<file path="src/rtl/lsu_pkg.sv">
// Shared definitions for the load/store front-end: funct3 encodings, FSM states
// and the store lane/mask helpers.
package lsu_pkg;

    localparam logic [2:0] F3_B  = 3'b000;
    localparam logic [2:0] F3_H  = 3'b001;
    localparam logic [2:0] F3_W  = 3'b010;
    localparam logic [2:0] F3_BU = 3'b100;
    localparam logic [2:0] F3_HU = 3'b101;

    typedef enum logic [1:0] {
        IDLE  = 2'b00,
        ISSUE = 2'b01,
        WAIT  = 2'b10,
        RESP  = 2'b11
    } lsu_state_e;

    function automatic logic funct3_legal(input logic we, input logic [2:0] f3);
        logic ok;
        case (f3)
            F3_B, F3_H, F3_W: ok = 1'b1;
            F3_BU, F3_HU:     ok = ~we;
            default:          ok = 1'b0;
        endcase
        return ok;
    endfunction

    function automatic logic misaligned(input logic [2:0] f3, input logic [1:0] a);
        logic mis;
        case (f3[1:0])
            2'b01:   mis = a[0];
            2'b10:   mis = (a != 2'b00);
            default: mis = 1'b0;
        endcase
        return mis;
    endfunction

    function automatic logic [3:0] store_mask(input logic [2:0] f3, input logic [1:0] a);
        logic [3:0] m;
        case (f3)
            F3_B:    m = 4'b0001 << a;
            F3_H:    m = a[1] ? 4'b1100 : 4'b0011;
            F3_W:    m = 4'b1111;
            default: m = 4'b0000;
        endcase
        return m;
    endfunction

    function automatic logic [31:0] store_replicate(input logic [2:0] f3, input logic [31:0] d);
        logic [31:0] r;
        case (f3)
            F3_B:    r = {4{d[7:0]}};
            F3_H:    r = {2{d[15:0]}};
            default: r = d;
        endcase
        return r;
    endfunction

endpackage

</file>
<file path="src/rtl/lsu_mem_if_load_align.sv">
// Selects the addressed byte/halfword lanes of a RAM word and extends them to 32 bits.
module lsu_load_align
    import lsu_pkg::*;
(
    input  logic [3:0][7:0] word,
    input  logic [1:0]      addr_lo,
    input  logic [2:0]      funct3,
    output logic [31:0]     ext
);

    logic [7:0]  byte_s;
    logic [15:0] half_s;

    // Lane select and sign/zero extension
    always_comb begin
        byte_s = word[addr_lo];
        if (addr_lo[1]) begin
            half_s = {word[3], word[2]};
        end else begin
            half_s = {word[1], word[0]};
        end
        case (funct3)
            F3_B:    ext = {{24{byte_s[7]}}, byte_s};
            F3_H:    ext = {{16{half_s[15]}}, half_s};
            F3_W:    ext = word;
            F3_BU:   ext = {24'h000000, byte_s};
            F3_HU:   ext = {16'h0000, half_s};
            default: ext = 32'h0000_0000;
        endcase
    end

endmodule

</file>
<file path="src/rtl/lsu_mem_if.sv">
// Single-outstanding load/store front-end driving one port of the byte-addressable
// data RAM and returning one completion per request to writeback.
module lsu_mem_if
    import lsu_pkg::*;
#(
    parameter int DEPTH  = 8192,
    parameter int ADDR_W = $clog2(DEPTH) + 2
) (
    input  logic              clk,
    input  logic              rst,
    input  logic              t_req_valid,
    output logic              t_req_ready,
    input  logic              t_req_we,
    input  logic [2:0]        t_req_funct3,
    input  logic [ADDR_W-1:0] t_req_addr,
    input  logic [31:0]       t_req_wdata,
    input  logic [4:0]        t_req_rd,
    output logic              i_mem_valid,
    input  logic              i_mem_ready,
    output logic              i_mem_we,
    output logic [ADDR_W-1:0] i_mem_addr,
    output logic [3:0][7:0]   i_mem_data,
    output logic [3:0]        i_mem_mask,
    input  logic              t_mem_valid,
    output logic              t_mem_ready,
    input  logic [3:0][7:0]   t_mem_data,
    output logic              i_rsp_valid,
    input  logic              i_rsp_ready,
    output logic [31:0]       i_rsp_data,
    output logic [4:0]        i_rsp_rd,
    output logic              i_rsp_is_load,
    output logic              i_rsp_err
);

    lsu_state_e        state_r;
    lsu_state_e        state_s;
    logic              req_ready_r;
    logic              mem_valid_r;
    logic              rsp_valid_r;
    logic              mem_we_r;
    logic [ADDR_W-1:0] mem_addr_r;
    logic [31:0]       mem_data_r;
    logic [3:0]        mem_mask_r;
    logic [2:0]        f3_r;
    logic [1:0]        addr_lo_r;
    logic [31:0]       rsp_data_r;
    logic [4:0]        rsp_rd_r;
    logic              rsp_is_load_r;
    logic              rsp_err_r;
    logic              accept_s;
    logic              req_ok_s;
    logic              store_ok_s;
    logic [31:0]       load_ext_s;

    assign accept_s   = t_req_valid & req_ready_r;
    assign req_ok_s   = funct3_legal(t_req_we, t_req_funct3) & ~misaligned(t_req_funct3, t_req_addr[1:0]);
    assign store_ok_s = t_req_we & req_ok_s;

    lsu_load_align u_load_align (
        .word    (t_mem_data),
        .addr_lo (addr_lo_r),
        .funct3  (f3_r),
        .ext     (load_ext_s)
    );

    // Next-state decode
    always_comb begin
        state_s = state_r;
        case (state_r)
            IDLE: begin
                if (accept_s) begin
                    if (req_ok_s) begin
                        state_s = ISSUE;
                    end else begin
                        state_s = RESP;
                    end
                end else begin
                    state_s = IDLE;
                end
            end
            ISSUE: begin
                if (i_mem_ready) begin
                    if (mem_we_r) begin
                        state_s = RESP;
                    end else begin
                        state_s = WAIT;
                    end
                end else begin
                    state_s = ISSUE;
                end
            end
            WAIT: begin
                if (t_mem_valid) begin
                    state_s = RESP;
                end else begin
                    state_s = WAIT;
                end
            end
            RESP: begin
                if (i_rsp_ready) begin
                    state_s = IDLE;
                end else begin
                    state_s = RESP;
                end
            end
            default: state_s = IDLE;
        endcase
    end

    // State register
    always_ff @(posedge clk or posedge rst) begin
        if (rst) begin
            state_r <= IDLE;
        end else begin
            state_r <= state_s;
        end
    end

    // Handshake flags registered from the next state so they align with it
    always_ff @(posedge clk or posedge rst) begin
        if (rst) begin
            req_ready_r <= 1'b1;
            mem_valid_r <= 1'b0;
            rsp_valid_r <= 1'b0;
        end else begin
            req_ready_r <= (state_s == IDLE);
            mem_valid_r <= (state_s == ISSUE);
            rsp_valid_r <= (state_s == RESP);
        end
    end

    // Request capture, RAM command and completion payload; errored requests never write
    always_ff @(posedge clk or posedge rst) begin
        if (rst) begin
            mem_we_r      <= 1'b0;
            mem_addr_r    <= '0;
            mem_data_r    <= 32'h0000_0000;
            mem_mask_r    <= 4'b0000;
            f3_r          <= 3'b000;
            addr_lo_r     <= 2'b00;
            rsp_data_r    <= 32'h0000_0000;
            rsp_rd_r      <= 5'd0;
            rsp_is_load_r <= 1'b0;
            rsp_err_r     <= 1'b0;
        end else if (accept_s) begin
            mem_we_r      <= store_ok_s;
            mem_addr_r    <= {t_req_addr[ADDR_W-1:2], 2'b00};
            mem_data_r    <= t_req_we ? store_replicate(t_req_funct3, t_req_wdata) : 32'h0000_0000;
            mem_mask_r    <= store_ok_s ? store_mask(t_req_funct3, t_req_addr[1:0]) : 4'b0000;
            f3_r          <= t_req_funct3;
            addr_lo_r     <= t_req_addr[1:0];
            rsp_data_r    <= 32'h0000_0000;
            rsp_rd_r      <= t_req_rd;
            rsp_is_load_r <= ~t_req_we;
            rsp_err_r     <= ~req_ok_s;
        end else if ((state_r == WAIT) && t_mem_valid) begin
            rsp_data_r <= load_ext_s;
        end
    end

    assign t_req_ready   = req_ready_r;
    assign i_mem_valid   = mem_valid_r;
    assign i_mem_we      = mem_we_r;
    assign i_mem_addr    = mem_addr_r;
    assign i_mem_data    = mem_data_r;
    assign i_mem_mask    = mem_mask_r;
    assign t_mem_ready   = 1'b1;
    assign i_rsp_valid   = rsp_valid_r;
    assign i_rsp_data    = rsp_data_r;
    assign i_rsp_rd      = rsp_rd_r;
    assign i_rsp_is_load = rsp_is_load_r;
    assign i_rsp_err     = rsp_err_r;

endmodule

</file>
<file path="config.mk">
export PLATFORM = sky130hd
export DESIGN_NAME = lsu_mem_if
export DESIGN_NICKNAME = d
export VERILOG_FILES = /design/src/rtl/lsu_pkg.sv /design/src/rtl/lsu_mem_if_load_align.sv /design/src/rtl/lsu_mem_if.sv
export SDC_FILE = /design/constraint.sdc
export NUM_CORES = 1
export LEC_CHECK = 0
export ABC_AREA = 1
export CAP_MARGIN = 10
export CELL_PAD_IN_SITES_DETAIL_PLACEMENT = 1
export CELL_PAD_IN_SITES_GLOBAL_PLACEMENT = 1
export CORE_MARGIN = 4
export CORE_UTILIZATION = 31
export CTS_CLUSTER_DIAMETER = 80
export DETAILED_ROUTE_END_ITERATION = 8
export GPL_ROUTABILITY_DRIVEN = 0
export PLACE_DENSITY_LB_ADDON = 0.1
export SYNTH_ARGS = -nofsm -noshare
export SYNTH_HDL_FRONTEND = slang
export SYNTH_SLANG_ARGS = --single-unit
export TNS_END_PERCENT = 5
</file>
<file path="constraint.sdc">
create_clock -name clk -period 3.75 [get_ports clk]
set_input_delay 0.375 -clock clk [delete_from_list [all_inputs] [get_ports clk]]
set_output_delay 0.375 -clock clk [all_outputs]
set_load 0.01 [all_outputs]
</file>
=== Word-level counts from Yosys, hierarchy flattened ===
Index checks and enable logic that the tools add are counted.

* Logic and storage cells: 66
* Bits of input ports: 94
* Output and inout port bits: 95
* Register bits after elaboration: 99

* $lt $le $gt $ge: 1
* Equality and inequality tests: 15
* Bitwise gates (word level): 6
* Shifts and indexed selects: 1
* Muxes and demuxes: 20
* Reductions and logical operators: 9

{| class="wikitable"
|+ Operator list
! kind !! count
|-
| $pmux 32 s5 || 1
|-
| $mux 32 || 3
|-
| $pmux 32 s2 || 1
|-
| $bmux 8 s2 || 1
|-
| $mux 16 || 1
|-
| $eq 3x3->1 const B || 4
|-
| $pmux 4 s3 || 1
|-
| $eq 2x2->1 const B || 4
|-
| $mux 2 || 4
|-
| $mux 4 || 2
|-
| $mux 8 || 1
|-
| $pmux 2 s4 || 1
|-
| $eq 2x1->1 const B || 3
|-
| $eq 3x1->1 const B || 2
|-
| $eq 3x2->1 const B || 2
|-
| $logic_not 3->1 || 2
|-
| $logic_not 2->1 || 2
|-
| $pmux 1 s2 || 2
|-
| $reduce_bool 2->1 || 2
|-
| $shl 1x2->4 const A || 1
|-
| $and 1x1->1 || 3
|-
| $lt 2x3->1 const B || 1
|-
| $not 1->1 || 3
|-
| $reduce_or 3->1 || 1
|-
| other kinds (3) || 4
|}

=== Depth between registers and ports, before layout ===
* Word-level depth: 8
* Gate-level depth with buffers: 10
* Gate-level depth less buffers: 9

=== Modules after synthesis ===
A second synthesis with hierarchy kept.

* Cell total of the unflattened synthesis: 719
* Area, all modules: 5275.1 um^2

{| class="wikitable"
|+ By module, submodules not included
! module !! cells an instance !! seq. area each (um^2) !! area an instance (um^2) !! times used
|-
| lsu_mem_if || 516 || 2478.6 || 4335.4 || 1
|-
| lsu_load_align || 203 || 0.0 || 939.7 || 1
|}

=== Worst setup path after synthesis ===
OpenSTA, ideal clock, no wires.

* Kind: input to register
* Start: input port t_req_funct3[0]
* End: register mem_data_r[10], in the netlist i_mem_data[10]
* Setup time: 0.116 ns
* Required time: 3.634 ns
* Cell stages on the path: 8
* Setup slack: 2.367 ns
* Buffers on the path: 1
* Arrival time: 1.266 ns
* Path through: inv_1 -> ha_1 -> nand2_1 -> nand2_1 -> buf_2 -> o211ai_1 -> nand2_1 -> nand2_1

* Cells in the longest elaborated chain, start to end: 3
* Elaborated cells on any way between the ends: 4
* Classes of those cells: 1 x eq/ne; 2 x mux; 1 x reduce/logical

{| class="wikitable"
|+ RTL lines
! element !! RTL line !! RTL
|-
| start: declaration || lsu_mem_if.sv:14 || <nowiki>input logic [2:0] t_req_funct3,</nowiki>
|-
| $eq 3x1->1 or $logic_not 3->1 (tied branches) || lsu_pkg.sv:51 || <nowiki>case (f3)</nowiki>
|-
| $pmux 32 s2 * || lsu_pkg.sv:51 ||
|-
| $mux 32 * || lsu_mem_if.sv:148 || <nowiki>mem_data_r <= t_req_we ? store_replicate(t_req_funct3, t_req_wdata) : 32'h0000_0000;</nowiki>
|-
| end signal: assignment || lsu_mem_if.sv:148 ||
|-
| end: declaration || lsu_mem_if.sv:42 || <nowiki>logic [31:0] mem_data_r;</nowiki>
|}

Every way passes the cells marked *; elsewhere a longest branch is shown, timed or not.
A chain may end at the register's enable or synchronous reset.

=== Worst setup path in the final report ===
* Start: register addr_lo_r[1]
* End: register rsp_data_r[14], in the netlist i_rsp_data[14]

* Cells in the longest elaborated chain, start to end: 5
* Elaborated cells on any way between the ends: 6
* Classes of those cells: 6 x mux

{| class="wikitable"
|+ RTL lines
! element !! RTL line !! RTL
|-
| start: declaration || lsu_mem_if.sv:45 || <nowiki>logic [1:0] addr_lo_r;</nowiki>
|-
| start signal: assignment || lsu_mem_if.sv:151 || <nowiki>addr_lo_r <= t_req_addr[1:0];</nowiki>
|-
| $bmux 8 s2 || lsu_mem_if_load_align.sv:16 || <nowiki>byte_s = word[addr_lo];</nowiki>
|-
| $mux 8 (implied by the code) || lsu_mem_if_load_align.sv:16 ||
|-
| $pmux 32 s5 * || lsu_mem_if_load_align.sv:22 || <nowiki>case (funct3)</nowiki>
|-
| $mux 32 * || lsu_mem_if.sv:156 || <nowiki>end else if ((state_r == WAIT) && t_mem_valid) begin</nowiki>
|-
| $mux 32 * || lsu_mem_if.sv:145 || <nowiki>end else if (accept_s) begin</nowiki>
|-
| end signal: assignment || lsu_mem_if.sv:157 || <nowiki>rsp_data_r <= load_ext_s;</nowiki>
|-
| end: declaration || lsu_mem_if.sv:46 || <nowiki>logic [31:0] rsp_data_r;</nowiki>
|}

Every way passes the cells marked *; elsewhere a longest branch is shown, timed or not. The select of a mux whose other input is x is not followed.

==> reports/results.ini <==
[outcome]
outcome=completed

[clock_tree]
clkSlewWorstSetupHoldPaths_ps=70
cts_tree=built
clockBufferDepth=2
clk_latency_ps=350
htreeDepth=3
ctsResizeCount=0
cts_inserted_buffers=9
clock_sinks=99
post_cts_buffers=0
cts-root-buf=clkbuf_16
postCtsHoldBufs=0

[setup_path]
crit_cells=7
cpMaxStageDelayCell=dfrtp_1
cp_max_fo=24
cpLargestDelayFamily=simple AND/OR/NAND/NOR gates
crit_chain=inv_1, nand3_1, nand2_1, nand2_2, nand2_1, nand2_1, nand2_1
cp-start-kind=flip-flop
slowest_delay_ps=590
critical_path_class=reg2reg
worst-r2r-cell-count=7
cpMostUsedCell=nand2_1
crit_arrival_ps=2280
timing.critical_path.buf_inv=1
endpoint_kind=flip-flop
worst-endpoint-required_ps=3980

[min_path]
holdPathStages=2
holdCritPathClass=reg2reg

[die]
io_pins=189
start_util_pct=31.9
die_w_microns=137
fp.coreArea_sq_um=16100
die_h_microns=137
dieArea_sq_um=18600
floorplan.rows=46

[drt]
wl_per_cell_microns=15.9
drt_iter0_markers=162
drc=0
detail-route-antenna-nets=0
drt-total-wl_microns=17800
vias=5195
vias_per_cell=4.64
first_pass_iters=4

[synth]
yosys_warnings=0
ys_seq_area_share_pct=48.4
yosysMostFrequentCell=nand2_1
syn_inst=727
synthArstFlopShare_pct=100
syn_area_sq_um=5120
synth_common_cells=353 x nand2_1, 98 x dfrtp_1, 83 x nor2_1, 59 x inv_1, 39 x o21ai_0
synth_top_area_share_pct=47.9
ys.flop_type=dfrtp_1
synth_area_leaders=dfrtp_1 48%, nand2_1 26%, nor2_1 6.1%, inv_1 4.3%, o21ai_0 3.8%
yosysTopAreaCell=dfrtp_1
ys_ff_latch=99
yosysUniqueCellTypes=26
avgSynthCellArea_sq_um=7.05
synth_edf_count=0

[pwr]
p_sw_mw=2.13
powerDensity_nw_per_um2=726
irDropWorstVdd_mv=0.325
combPwrFrac_pct=47.3
intPower_mw=3.27
switching_share_pct=39.5
clkPwrFrac_pct=18.9
leakagePower_nw=3.81
pwr-share-seq_pct=33.8

[grt]
grt_usage_pct=19.6
antenna_found_initial=0
grt_pass1_wl_microns=28900
grt_overflow=0
grt_max_degree=56
grt_pass1_vias=5737

[timing]
setup_viol_count_final=0
final.setup_skew_ps=7.10
period_needed_ps=2050
relSlewSlack_pct=33.1
fin_crit_sh_pct=54.7
fin_setup_tns_ps=0
worst_pin_slew_ps=1000
maxSlewViolCount=0
rsz0062_at_grt=no
hold_viol=0
fmax_mhz=488
setup_slack_ps=1700

[layout]
fill_cells=1972
drive_above_1_share_pct=3.98
area_delta_synth_final_pct=45.2
final_nets=996
antenna_cells=0
instances_no_fill=1120

[place]
pre_cts_ws_ps=1320
hpwl_microns=13500
io_buffers=185
dp.cells=1104

[flow_run]
drv_cap=0

==> power groups by stage <==
stage / combinational, mW / clock, mW / sequential (mW)
2_1_floorplan: 1.20 / 0 / 1.95
3_3_place_gp: 2.54 / 0 / 1.83
3_5_place_dp: 2.59 / 0 / 1.84
4_1_cts: 2.61 / 1.06 / 1.83
5_1_grt: 2.87 / 1.10 / 1.89
6_report: 2.55 / 1.02 / 1.82
==> flip-flops by register name, indices dropped and copies added, names as in the netlist <==
| signal | count |
|---|---|
| addr_lo_r | 2 |
| f3_r | 3 |
| i_mem_addr | 13 |
| i_mem_data | 32 |
| i_mem_mask | 4 |
| i_mem_valid | 1 |
| i_mem_we | 1 |
| i_rsp_data | 32 |
| i_rsp_err | 1 |
| i_rsp_is_load | 1 |
| i_rsp_rd | 5 |
| i_rsp_valid | 1 |
| state_r | 2 |
| t_req_ready | 1 |
==> cell families after synthesis <==
kind of cell               after synthesis  synth area share [%]
and+or+nand+nor                        470                  36.2
DFF                                     99                  48.4
buffers and inverters                   93                  8.26
adders and majority gates                3                 0.733
other                                    2                 0.147
AOI/OAI and AO/OA                       60                  6.30
==> layer usage <==
layer | share of wire (%) | routed length [microns] | up-vias | track usage, %
li1 | - | - | 2548 | -
met1 | 41 | 7300 | 2487 | 22.8
met2 | 50 | 8910 | 140 | 34.8
met3 | 7.4 | 1320 | 20 | 6.14
met4 | 1.5 | 265 | 0 | 5.54
met5 | 0 | 0 | - | 0
==> stage by stage <==
step	instance area [sq um]	hold slack (ps)	power [mW]	utilization, %
4_1_cts	7440	484	5.50	46.3
5_1_grt	7440	511	5.85	46.3
2_1_floorplan	5130	485	3.14	-
3_5_place_dp	7110	465	4.43	44.3
6_report	7440	478	5.40	46.3
3_3_place_gp	7110	462	4.36	44.3
==> placed cells by master, fill, tap and decap left out, drive strengths merged <==
master,instances
a21oi,5
a31oi,1
buf,7
bufinv,2
clkbuf,9
clkdlybuf4s50,185
clkinv,2
clkinvlp,1
conb,3
dfrtp,98
dfstp,1
ha,3
inv,63
nand2,356
nand3,25
nor2,87
nor3,2
o211ai,7
o21ai,47
==> cell type report <==
cell class	instances	area, sq um	area share (%)
flip-flops and latches	99	2480	33.3
clock inverters	7	98.8	1.33
inverters	61	231	3.11
multi-input cells	536	2230	30.0
clock buffers	9	225	3.03
well taps	216	270	3.63
repair buffers	192	1900	25.6
==> worst paths after layout <==
path	slack [ps]	start	endpoint
max	1700	addr_lo_r[1]$_DFFE_PP0P_	i_rsp_data[14]$_DFFE_PP0P_
min	480	i_rsp_data[16]$_DFFE_PP0P_	i_rsp_data[16]$_DFFE_PP0P_
max reg2reg	1700	addr_lo_r[1]$_DFFE_PP0P_	i_rsp_data[14]$_DFFE_PP0P_
min reg2reg	480	i_rsp_data[16]$_DFFE_PP0P_	i_rsp_data[16]$_DFFE_PP0P_
max in group asynchronous	2420	rst	i_mem_mask[3]$_DFFE_PP0P_
min in group asynchronous	500	rst	i_mem_addr[12]$_DFFE_PP0P_
==> worst reg2reg max path, delay by kind of cell, from the launching register on <==
family / cells / cell delay (ps)
simple gates: 6 / 920
flops: 1 / 590
buf+inv: 1 / 430
Power figures use the tool's default switching activity.
==> patch (config.mk and constraints unchanged) <==
Change the parameter `DEPTH` from 8192 to 16384.
--- a/src/rtl/lsu_mem_if.sv
+++ b/src/rtl/lsu_mem_if.sv
@@ -3,7 +3,7 @@
 module lsu_mem_if
     import lsu_pkg::*;
 #(
-    parameter int DEPTH  = 8192,
+    parameter int DEPTH  = 16384,
     parameter int ADDR_W = $clog2(DEPTH) + 2
 ) (
     input  logic              clk,
Interface: changed (resized i_mem_addr and t_req_addr); port bits go from 189 to 191. The function was not compared with the original's and may differ.
==> patch against the unedited design <==
Sequential cell count increased by 1; final area fell by 0.10%; critical path depth increased by 1; area after synthesis increased by 0.61%; non-clock buffer count up 1; worst setup slack lost 410 ps; first-iteration DRC count grew 16%; fmax shrank 17%; total power rose by 3.7%; wire length rose by 0.82%.
==> patch: results (changes against the unedited design) <==
| Metric | Value |
|---|---|
| Worst Path Max Fanout | `33 (+38%)` |
| Worst vdd ir | `0.346 mV (+6.5%)` |
| Worst Setup Start Kind | `primary input` |
| Vias | `5196 (+0.019%)` |
| Slowest stage delay, CP | `770 ps (+180 ps)` |
| Register area share after synthesis | `48.6% (+0.19 points)` |
| First-pass GRT wire length | `29300 um (+1.3%)` |
| Post-Place Cells | `1106 (+0.18%)` |
| First DRT Iteration DRCs | `188 (+16%)` |
| Hold slack | `477 ps (-1.55 ps)` |
| Final clock skew | `13.2 ps (+6.14 ps)` |
| Final nets | `999 (+0.30%)` |
| Hold depth | `2 (unchanged)` |
| FF-to-FF path depth | `7 (unchanged)` |
| Worst Hold End | `i_rsp_data[3]` |
| Post-Route WL | `17900 um (+0.82%)` |
| Hpwl dp | `13800 um (+1.9%)` |
| Synth top area cells | `dfrtp_1 (48%), nand2_1 (26%), nor2_1 (6.1%), inv_1 (4.2%), o21ai_0 (3.8%)` |
| Status | `completed` |
| Post-Synthesis Cells | `728 (+0.14%)` |
| Top cells by instance count after synthesis | `nand2_1 (353), dfrtp_1 (99), nor2_1 (84)` |
| Pre-CTS setup slack | `906 ps (-416 ps)` |
| All-Layer GR Usage | `19.8% (+0.20 points)` |
| WP data arrival | `2680 ps (+400 ps)` |
| Vias in the first global route | `5757 (+0.35%)` |
| DR vias/cell | `4.63 (-0.16%)` |
| Capturing point of the worst reg2reg path | `i_rsp_data[29]` |
| Largest net degree at the start of global routing | `62 (+11%)` |
| Clock latency at the later pin of the worst-skew pair | `360 ps` |
| Crit path capture | `i_mem_data[16]` |
| DR pass1 iterations | `5 (+1)` |
| Crit path max-delay cell type | `nand2_1` |
| Number of flops mapped to enable cells by yosys | `0 (unchanged)` |
| Share of cells above drive strength 1 | `3.53% (-0.45 points)` |
| FF-to-FF setup slack | `1660 ps (-40 ps)` |
| LEAKAGE | `0.00379 uW (-0.60%)` |
| Max-slew headroom at the worst pin | `31.8% (-1.4 points)` |
| Post-DP Area | `0.00715 sq mm (+0.60%)` |
| Hold WC Path Type | `flip-flop to flip-flop` |
| Initial antenna violation count | `2 (+2)` |
| Switch share | `40.2% (+0.69 points)` |
| PortBufs | `187 (+1.1%)` |
| Crit. Startpoint | `t_req_funct3[1]` |
| Worst min-delay path startpoint | `i_rsp_data[3]` |
-- patch: area by class of cell --
type	instances	area, sq um
inverter	59	224
timing repair buffer	193	1920
tap	216	270
clock inverter	3	23.8
sequential	100	2500
clock buffer	13	250
fill	1962	8630
multi-input combinational	538	2240
-- patch: kinds of logic after synthesis --
family	synth area share [%]
flip-flops	48.6
AND/OR/NAND/NOR	36.4
other	0.146
adder cells (fa/ha/maj)	0.728
AO/OA/AOI/OAI	6.05
buffers and inverters	8.08
-- patch: power groups by stage --
stage	Combinational [uW]	Sequential, uW	Clock [uW]
floorplan	1230	2080	0
global placement	2730	1940	0
detailed placement	2810	1950	0
CTS	2830	1950	920
global route	3090	2010	962
finish	2760	1940	892
-- patch: per-layer routing --
metal / track usage [%] / share of wire [%] / vias up
met2: 34.3 / 49 / 148
met3: 6.36 / 8.3 / 26
met4: 6.32 / 1.8 / 4
met5: 0 / 0.14 / -
li1: - / - / 2552
met1: 23.3 / 40 / 2466
